[src/rtl/wavegen_dds.sv]
// wavegen_dds: multi-channel DDS waveform generator.
// Each channel runs a phase accumulator and produces sine (external LUT),
// triangle, square, PWM or sawtooth samples. Settings are double-buffered
// (pending -> active) and commit on accumulator wrap, while disabled, or on
// sync, so that a retune never glitches mid-period. The output pipeline is
// acc -> stage 1 (LUT address, mode, phase bits) -> stage 2 (sample).
module wavegen_dds #(
   parameter int NCH    = 2,
   parameter int ACC_W  = 32,
   parameter int LUT_AW = 8,
   parameter int DATA_W = 8
) (
   input  logic                    clk,
   input  logic                    rst_n,
   input  logic                    cfg_we,
   input  logic [2:0]              cfg_ch,
   input  logic [2:0]              cfg_addr,
   input  logic [31:0]             cfg_wdata,
   output logic                    cfg_err,
   input  logic                    sync,
   output logic [NCH*LUT_AW-1:0]   lut_addr,
   input  logic [NCH*DATA_W-1:0]   lut_data,
   output logic [NCH*DATA_W-1:0]   wave_out,
   output logic [NCH-1:0]          wave_valid
);

   // Top accumulator bits carried into stage 1: enough for the triangle
   // (sign bit plus DATA_W bits) and for the 8-bit PWM compare.
   localparam int TOP_W = (DATA_W + 1 > 8) ? DATA_W + 1 : 8;
   localparam logic [DATA_W-1:0] FULL = '1;
   localparam logic [3:0] NCH_L = 4'(NCH);

   // Per-channel state: accumulator, pending and active settings, enable.
   logic [ACC_W-1:0]  acc     [NCH];
   logic [ACC_W-1:0]  acc_sum [NCH];
   logic [ACC_W-1:0]  fword_p [NCH];
   logic [ACC_W-1:0]  fword_a [NCH];
   logic [ACC_W-1:0]  phase_p [NCH];
   logic [ACC_W-1:0]  phase_a [NCH];
   logic [7:0]        duty_p  [NCH];
   logic [7:0]        duty_a  [NCH];
   logic [2:0]        mode_p  [NCH];
   logic [2:0]        mode_a  [NCH];
   logic [NCH-1:0]    en;
   logic [NCH-1:0]    en_nxt;
   logic [NCH-1:0]    wrap;
   logic [NCH-1:0]    wr_sel;
   logic              illegal;

   // Stage 1 and stage 2 pipeline registers.
   logic [LUT_AW-1:0] lut_addr_p1 [NCH];
   logic [TOP_W-1:0]  top_p1      [NCH];
   logic [2:0]        mode_p1     [NCH];
   logic [7:0]        duty_p1     [NCH];
   logic [NCH-1:0]    vld_p1;
   logic [DATA_W-1:0] wave_p2     [NCH];
   logic [NCH-1:0]    vld_p2;

   // Waveform function applied to the stage-1 phase bits.
   function automatic logic [DATA_W-1:0] shape(input logic [2:0]        mode,
                                               input logic [TOP_W-1:0]  top,
                                               input logic [7:0]        duty,
                                               input logic [DATA_W-1:0] lut);
      logic [DATA_W-1:0] tri_v;
      logic [DATA_W-1:0] saw_v;
      logic [7:0]        ph8;
      tri_v = top[TOP_W-2 -: DATA_W];
      saw_v = top[TOP_W-1 -: DATA_W];
      ph8   = top[TOP_W-1 -: 8];
      case (mode)
         3'd0:    shape = lut;
         3'd1:    shape = top[TOP_W-1] ? ~tri_v : tri_v;
         3'd2:    shape = top[TOP_W-1] ? '0 : FULL;
         3'd3:    shape = (ph8 < duty) ? FULL : '0;
         3'd4:    shape = saw_v;
         default: shape = '0;
      endcase
   endfunction

   // Decode the config write: legality, channel select, next enable state,
   // and the accumulator add with its carry (wrap).
   always_comb begin
      illegal = ({1'b0, cfg_ch} >= NCH_L) || (cfg_addr > 3'd4) ||
                ((cfg_addr == 3'd2) && (cfg_wdata > 32'd4));
      wr_sel = '0;
      en_nxt = en;
      wrap   = '0;
      for (int c = 0; c < NCH; c++) begin
         wr_sel[c] = cfg_we && !illegal && (cfg_ch == 3'(c));
         if (wr_sel[c] && (cfg_addr == 3'd4))
            en_nxt[c] = cfg_wdata[0];
         {wrap[c], acc_sum[c]} = {1'b0, acc[c]} + {1'b0, fword_a[c]};
      end
   end

   // Config registers, commit of pending to active, and accumulator update.
   always_ff @(posedge clk) begin
      if (!rst_n) begin
         cfg_err <= 1'b0;
         en      <= '0;
         for (int c = 0; c < NCH; c++) begin
            acc[c]     <= '0;
            fword_p[c] <= '0;
            fword_a[c] <= '0;
            phase_p[c] <= '0;
            phase_a[c] <= '0;
            duty_p[c]  <= 8'd128;
            duty_a[c]  <= 8'd128;
            mode_p[c]  <= 3'd0;
            mode_a[c]  <= 3'd0;
         end
      end else begin
         cfg_err <= cfg_we && illegal;
         en      <= en_nxt;
         for (int c = 0; c < NCH; c++) begin
            // Commit uses the pending values from before this cycle's write.
            if (!en[c] || wrap[c] || sync) begin
               fword_a[c] <= fword_p[c];
               phase_a[c] <= phase_p[c];
               duty_a[c]  <= duty_p[c];
               mode_a[c]  <= mode_p[c];
            end
            // Disabled channels track the pending phase, so the first enabled
            // cycle starts from the freshly committed phase.
            if (!en[c] || sync)
               acc[c] <= phase_p[c];
            else
               acc[c] <= acc_sum[c];
            if (wr_sel[c]) begin
               case (cfg_addr)
                  3'd0:    fword_p[c] <= ACC_W'(cfg_wdata);
                  3'd1:    duty_p[c]  <= cfg_wdata[7:0];
                  3'd2:    mode_p[c]  <= cfg_wdata[2:0];
                  3'd3:    phase_p[c] <= ACC_W'(cfg_wdata);
                  default: ;
               endcase
            end
         end
      end
   end

   // ---- stage 1: LUT address and valid ----
   always_ff @(posedge clk) begin
      if (!rst_n) begin
         vld_p1 <= '0;
         for (int c = 0; c < NCH; c++)
            lut_addr_p1[c] <= '0;
      end else begin
         vld_p1 <= en & en_nxt;
         for (int c = 0; c < NCH; c++)
            lut_addr_p1[c] <= acc[c][ACC_W-1 -: LUT_AW];
      end
   end

   // Stage 1 data carried alongside the LUT address.
   always_ff @(posedge clk) begin
      for (int c = 0; c < NCH; c++) begin
         top_p1[c]  <= acc[c][ACC_W-1 -: TOP_W];
         mode_p1[c] <= mode_a[c];
         duty_p1[c] <= duty_a[c];
      end
   end

   // ---- stage 2: output sample, forced to zero when not valid ----
   always_ff @(posedge clk) begin
      if (!rst_n) begin
         vld_p2 <= '0;
         for (int c = 0; c < NCH; c++)
            wave_p2[c] <= '0;
      end else begin
         vld_p2 <= vld_p1 & en_nxt;
         for (int c = 0; c < NCH; c++)
            wave_p2[c] <= (vld_p1[c] && en_nxt[c]) ?
                          shape(mode_p1[c], top_p1[c], duty_p1[c],
                                lut_data[c*DATA_W +: DATA_W]) : '0;
      end
   end

   for (genvar g = 0; g < NCH; g++) begin : g_pack
      assign lut_addr[g*LUT_AW +: LUT_AW] = lut_addr_p1[g];
      assign wave_out[g*DATA_W +: DATA_W] = wave_p2[g];
   end
   assign wave_valid = vld_p2;

endmodule

[config.mk]
export PLATFORM = sky130hd
export DESIGN_NAME = wavegen_dds
export DESIGN_NICKNAME = d
export VERILOG_FILES = /design/src/rtl/wavegen_dds.sv
export SDC_FILE = /design/constraint.sdc
export NUM_CORES = 1
export LEC_CHECK = 0
export BUFFER_PORTS_ARGS = -buffer_cell sky130_fd_sc_hd__clkbuf_2
export CAP_MARGIN = 30
export CORE_ASPECT_RATIO = 2
export CORE_MARGIN = 3
export CORE_UTILIZATION = 66
export DETAILED_ROUTE_END_ITERATION = 10
export HOLD_SLACK_MARGIN = 0.05
export PLACE_DENSITY = 0.81
export SKIP_LAST_GASP = 1
export SLEW_MARGIN = 15
export SYNTH_ARGS = -nofsm -noshare
export SYNTH_HDL_FRONTEND = slang
export SYNTH_SLANG_ARGS = --single-unit
[constraint.sdc]
create_clock -name clk -period 9.4 [get_ports clk]
set_input_delay 2.35 -clock clk [delete_from_list [all_inputs] [get_ports clk]]
set_output_delay 2.35 -clock clk [all_outputs]
set_load 0.01 [all_outputs]
==> results.py <==
metrics = {
    "run_status": {
        "status": "finished clean",
    },
    "final_layout": {
        "instances_no_fill": 2093,
        "fin_util_pct": 75.10,
        "multi_input_area_um2": 7237,
        "fillCellCount": 1779,
        "diodes": 0,
        "regArea_um2": 10590,
        "mostFrequentLayoutCell": "edfxtp_1",
        "nets": 1858,
        "area_delta_synth_final_pct": 11.91,
        "drive_gt1_share_pct": 11.12,
        "final_cell_mix": "300 x edfxtp_1, 184 x nand2_1, 116 x a21oi_1",
    },
    "placed_design": {
        "dp_hpwl_um": 34260,
        "gp_congestion": 1.140,
        "dp.cells": 2033,
        "port_buffers": 92,
    },
    "die": {
        "initial_core_util_pct": 67.11,
        "die_x_um": 123.0,
        "die_area_um2": 29500,
        "ioPinCount": 93,
        "coreArea_um2": 26910,
        "rows": 85,
        "die_h_um": 239.9,
    },
    "sta": {
        "report.final.slew_viol_count": 0,
        "hold_viol": 0,
        "rsz0062_at_grt": "no",
        "setup_tns_ns": 0,
        "worst_clock_skew_ns": 0.01819,
        "fmax_mhz": 214.6,
        "setup_viol": 0,
        "layout_min_cycle_time_ns": 4.661,
        "relSlewSlack_pct": 40.67,
        "post-route-period-util_pct": 49.58,
        "worst_pin_slew_ns": 0.8776,
    },
    "hold_path": {
        "hp-class": "reg -> reg",
        "hp-start": "mode_a[0][1]",
    },
    "cts": {
        "cts_setup_buffers": 0,
        "clk_pin_slew_ns": 0.07,
        "cts_buffers": 31,
        "postCtsHoldBufs": 0,
        "htreeDepth": 1,
        "root_buffer": "clkbuf_16",
        "cts_resized": 0,
        "cts_buffer_depth": 3,
        "cts.sinks": 379,
        "cts_tree": "done",
        "insertion_delay_ns": 0.59,
    },
    "synth": {
        "synth_edf_count": 300,
        "yosysSeqAreaShare_pct": 58.65,
        "ys_ff_latch": 379,
        "synth-main-ff-cell": "edfxtp_1",
        "ys_warn_count": 0,
        "post_synth_num_cell_types": 76,
        "netlist_area_um2": 18060,
        "async_reset_ff_share_pct": 0,
        "syn_inst": 1606,
        "avgSynthCellArea_um2": 11.24,
    },
    "setup_path": {
        "end_kind": "register",
        "arrival_ns": 5.10,
        "cp_common_cell": "buf_4",
        "cp_slowest_stage_delay_ns": 0.75,
        "critical_path_required_ns": 9.84,
        "r2r-start": "fword_a[0][32]",
        "worst-path-max-fanout": 75,
        "cp_slowest_cell": "nor2_2",
        "cp-start-kind": "input pin",
        "worst-setup-path-type": "in -> reg",
        "cp_cell_sequence": "buf_4, buf_4, nand2b_1, nor2_2, buf_6, and2_1",
        "cp-startpoint": "rst_n",
    },
    "route": {
        "vias": 13420,
        "viasPerCell": 6.413,
        "drt-wirelength-per-cell_um": 22.98,
        "drt_iter0_drc": 1044,
        "routed_wirelength_um": 48090,
        "drc_errors": 0,
        "ant_nets": 0,
        "first_pass_iters": 6,
    },
    "grt": {
        "grt_use_total_pct": 32.91,
        "grt_pass1_vias": 13080,
        "antenna_found_initial": 1,
        "grt_overflow": 0,
        "grt_start_max_net_pins": 88,
        "grt_pass1_wl_um": 72310,
    },
    "power_and_ir_drop": {
        "leakage_uw": 0.008174,
        "power_density_nw_per_um2": 186.0,
        "p_total_uw": 3758,
        "ir_drop_uv": 214.9,
    },
    "flow_run": {
        "drv_cap": 0,
    },
}
[kinds of logic (layout without fill, tap and decap cells)]
group | after synthesis | after routing | share of synthesized area, %
mux | 5 | 5 | 0.2772
compound gates | 457 | 457 | 16.63
fa+ha+maj | 80 | 80 | 5.626
simple gates | 507 | 507 | 13.72
other cells | 1 | 64 | 0.02077
xor+xnor | 45 | 45 | 2.183
flops | 379 | 379 | 58.65
buf+inv | 132 | 208 | 2.896
[synthesized netlist by cell type, types with 5 or more instances]
cell type	count	area, um2
edfxtp_1	300	9009
nand2_1	185	694.4
a21oi_1	116	580.6
a31oi_1	94	588.1
and2_1	93	581.8
dfxtp_1	79	1582
ha_1	78	975.9
clkbuf_1	76	285.3
nor2_1	74	277.8
o21ai_0	62	310.3
nand3_1	43	215.2
a21o_1	40	300.3
inv_1	37	138.9
a211oi_1	27	202.7
xnor2_1	27	236.5
nor3_1	26	130.1
xor2_1	18	157.7
and3_1	17	106.4
or3_1	16	100.1
o211ai_1	15	112.6
o21a_1	9	67.56
nand2b_1	8	50.05
nand4_1	8	50.05
nor4_1	8	50.05
a2111oi_0	7	61.31
buf_1	7	26.28
buf_2	7	35.03
nor2b_1	7	43.79
o21bai_1	7	52.55
o31ai_1	7	52.55
a311o_1	6	60.06
o2111ai_1	6	52.55
mux2i_1	5	50.05
o211a_1	5	50.05
o21ai_1	5	25.02
or2_2	5	31.28
[per-layer routing]
layer | routed length (um) | vias up | track usage, %
met3 | 2945 | 146 | 3.366
met1 | 15300 | 6417 | 34.56
met2 | 25990 | 641 | 60.54
met4 | 3851 | 0 | 22.03
met5 | 0 | - | 0
li1 | - | 6218 | -
[state kept, by name, summed over array words and instances, names as in the netlist]
name and flops:
acc 64, cfg_err 1, duty_a 16, duty_p 16, duty_p1 16, en 2
fword_a 64, fword_p 64, lut_addr_p1 16, mode_a 6, mode_p 6, mode_p1 6
phase_p 64, top_p1 18, vld_p1 2, wave_p2 16, wave_valid 2
[worst paths after layout]
check                           cells after the start        endpoint  slack (ns)
worst min register to register                      0   mode_p1[0][1]        0.34
worst max-delay path                                6  phase_p[0][11]        4.74
worst min-delay path                                0   mode_p1[0][1]        0.34
worst max register to register                     11  fword_a[0][43]        4.87
[power by group]
part	total, uW	switching, uW	internal [uW]
Sequential	1950	58.5	1890
Clock	1460	619	837
Combinational	351	222	129
Total	3760	899	2860
[worst max-delay path, delay by kind of cell]
kind,cells,cell delay (ns)
AND/OR/NAND/NOR,3,1.36
buffers and inverters,3,1.36
[layout make-up]
type / instances / area share (%)
Clock buffer: 32 / 3.857
Clock inverter: 26 / 1.870
Timing Repair Buffer: 113 / 3.213
Tap cell: 348 / 2.155
Multi-Input combinational cell: 1158 / 35.81
Sequential cell: 379 / 52.41
Inverter: 37 / 0.6873
[stage by stage]
step,area (um2),hold WS (ns),worst slack [ns]
after floorplan,18290,0.3233,3.614
after global placement,18970,0.3237,3.983
after detailed placement,19040,0.3278,4.274
after CTS,20200,0.3406,4.837
after global routing,20210,0.3458,4.577
final,20210,0.3422,4.739
Power figures use the tool's default switching activity.
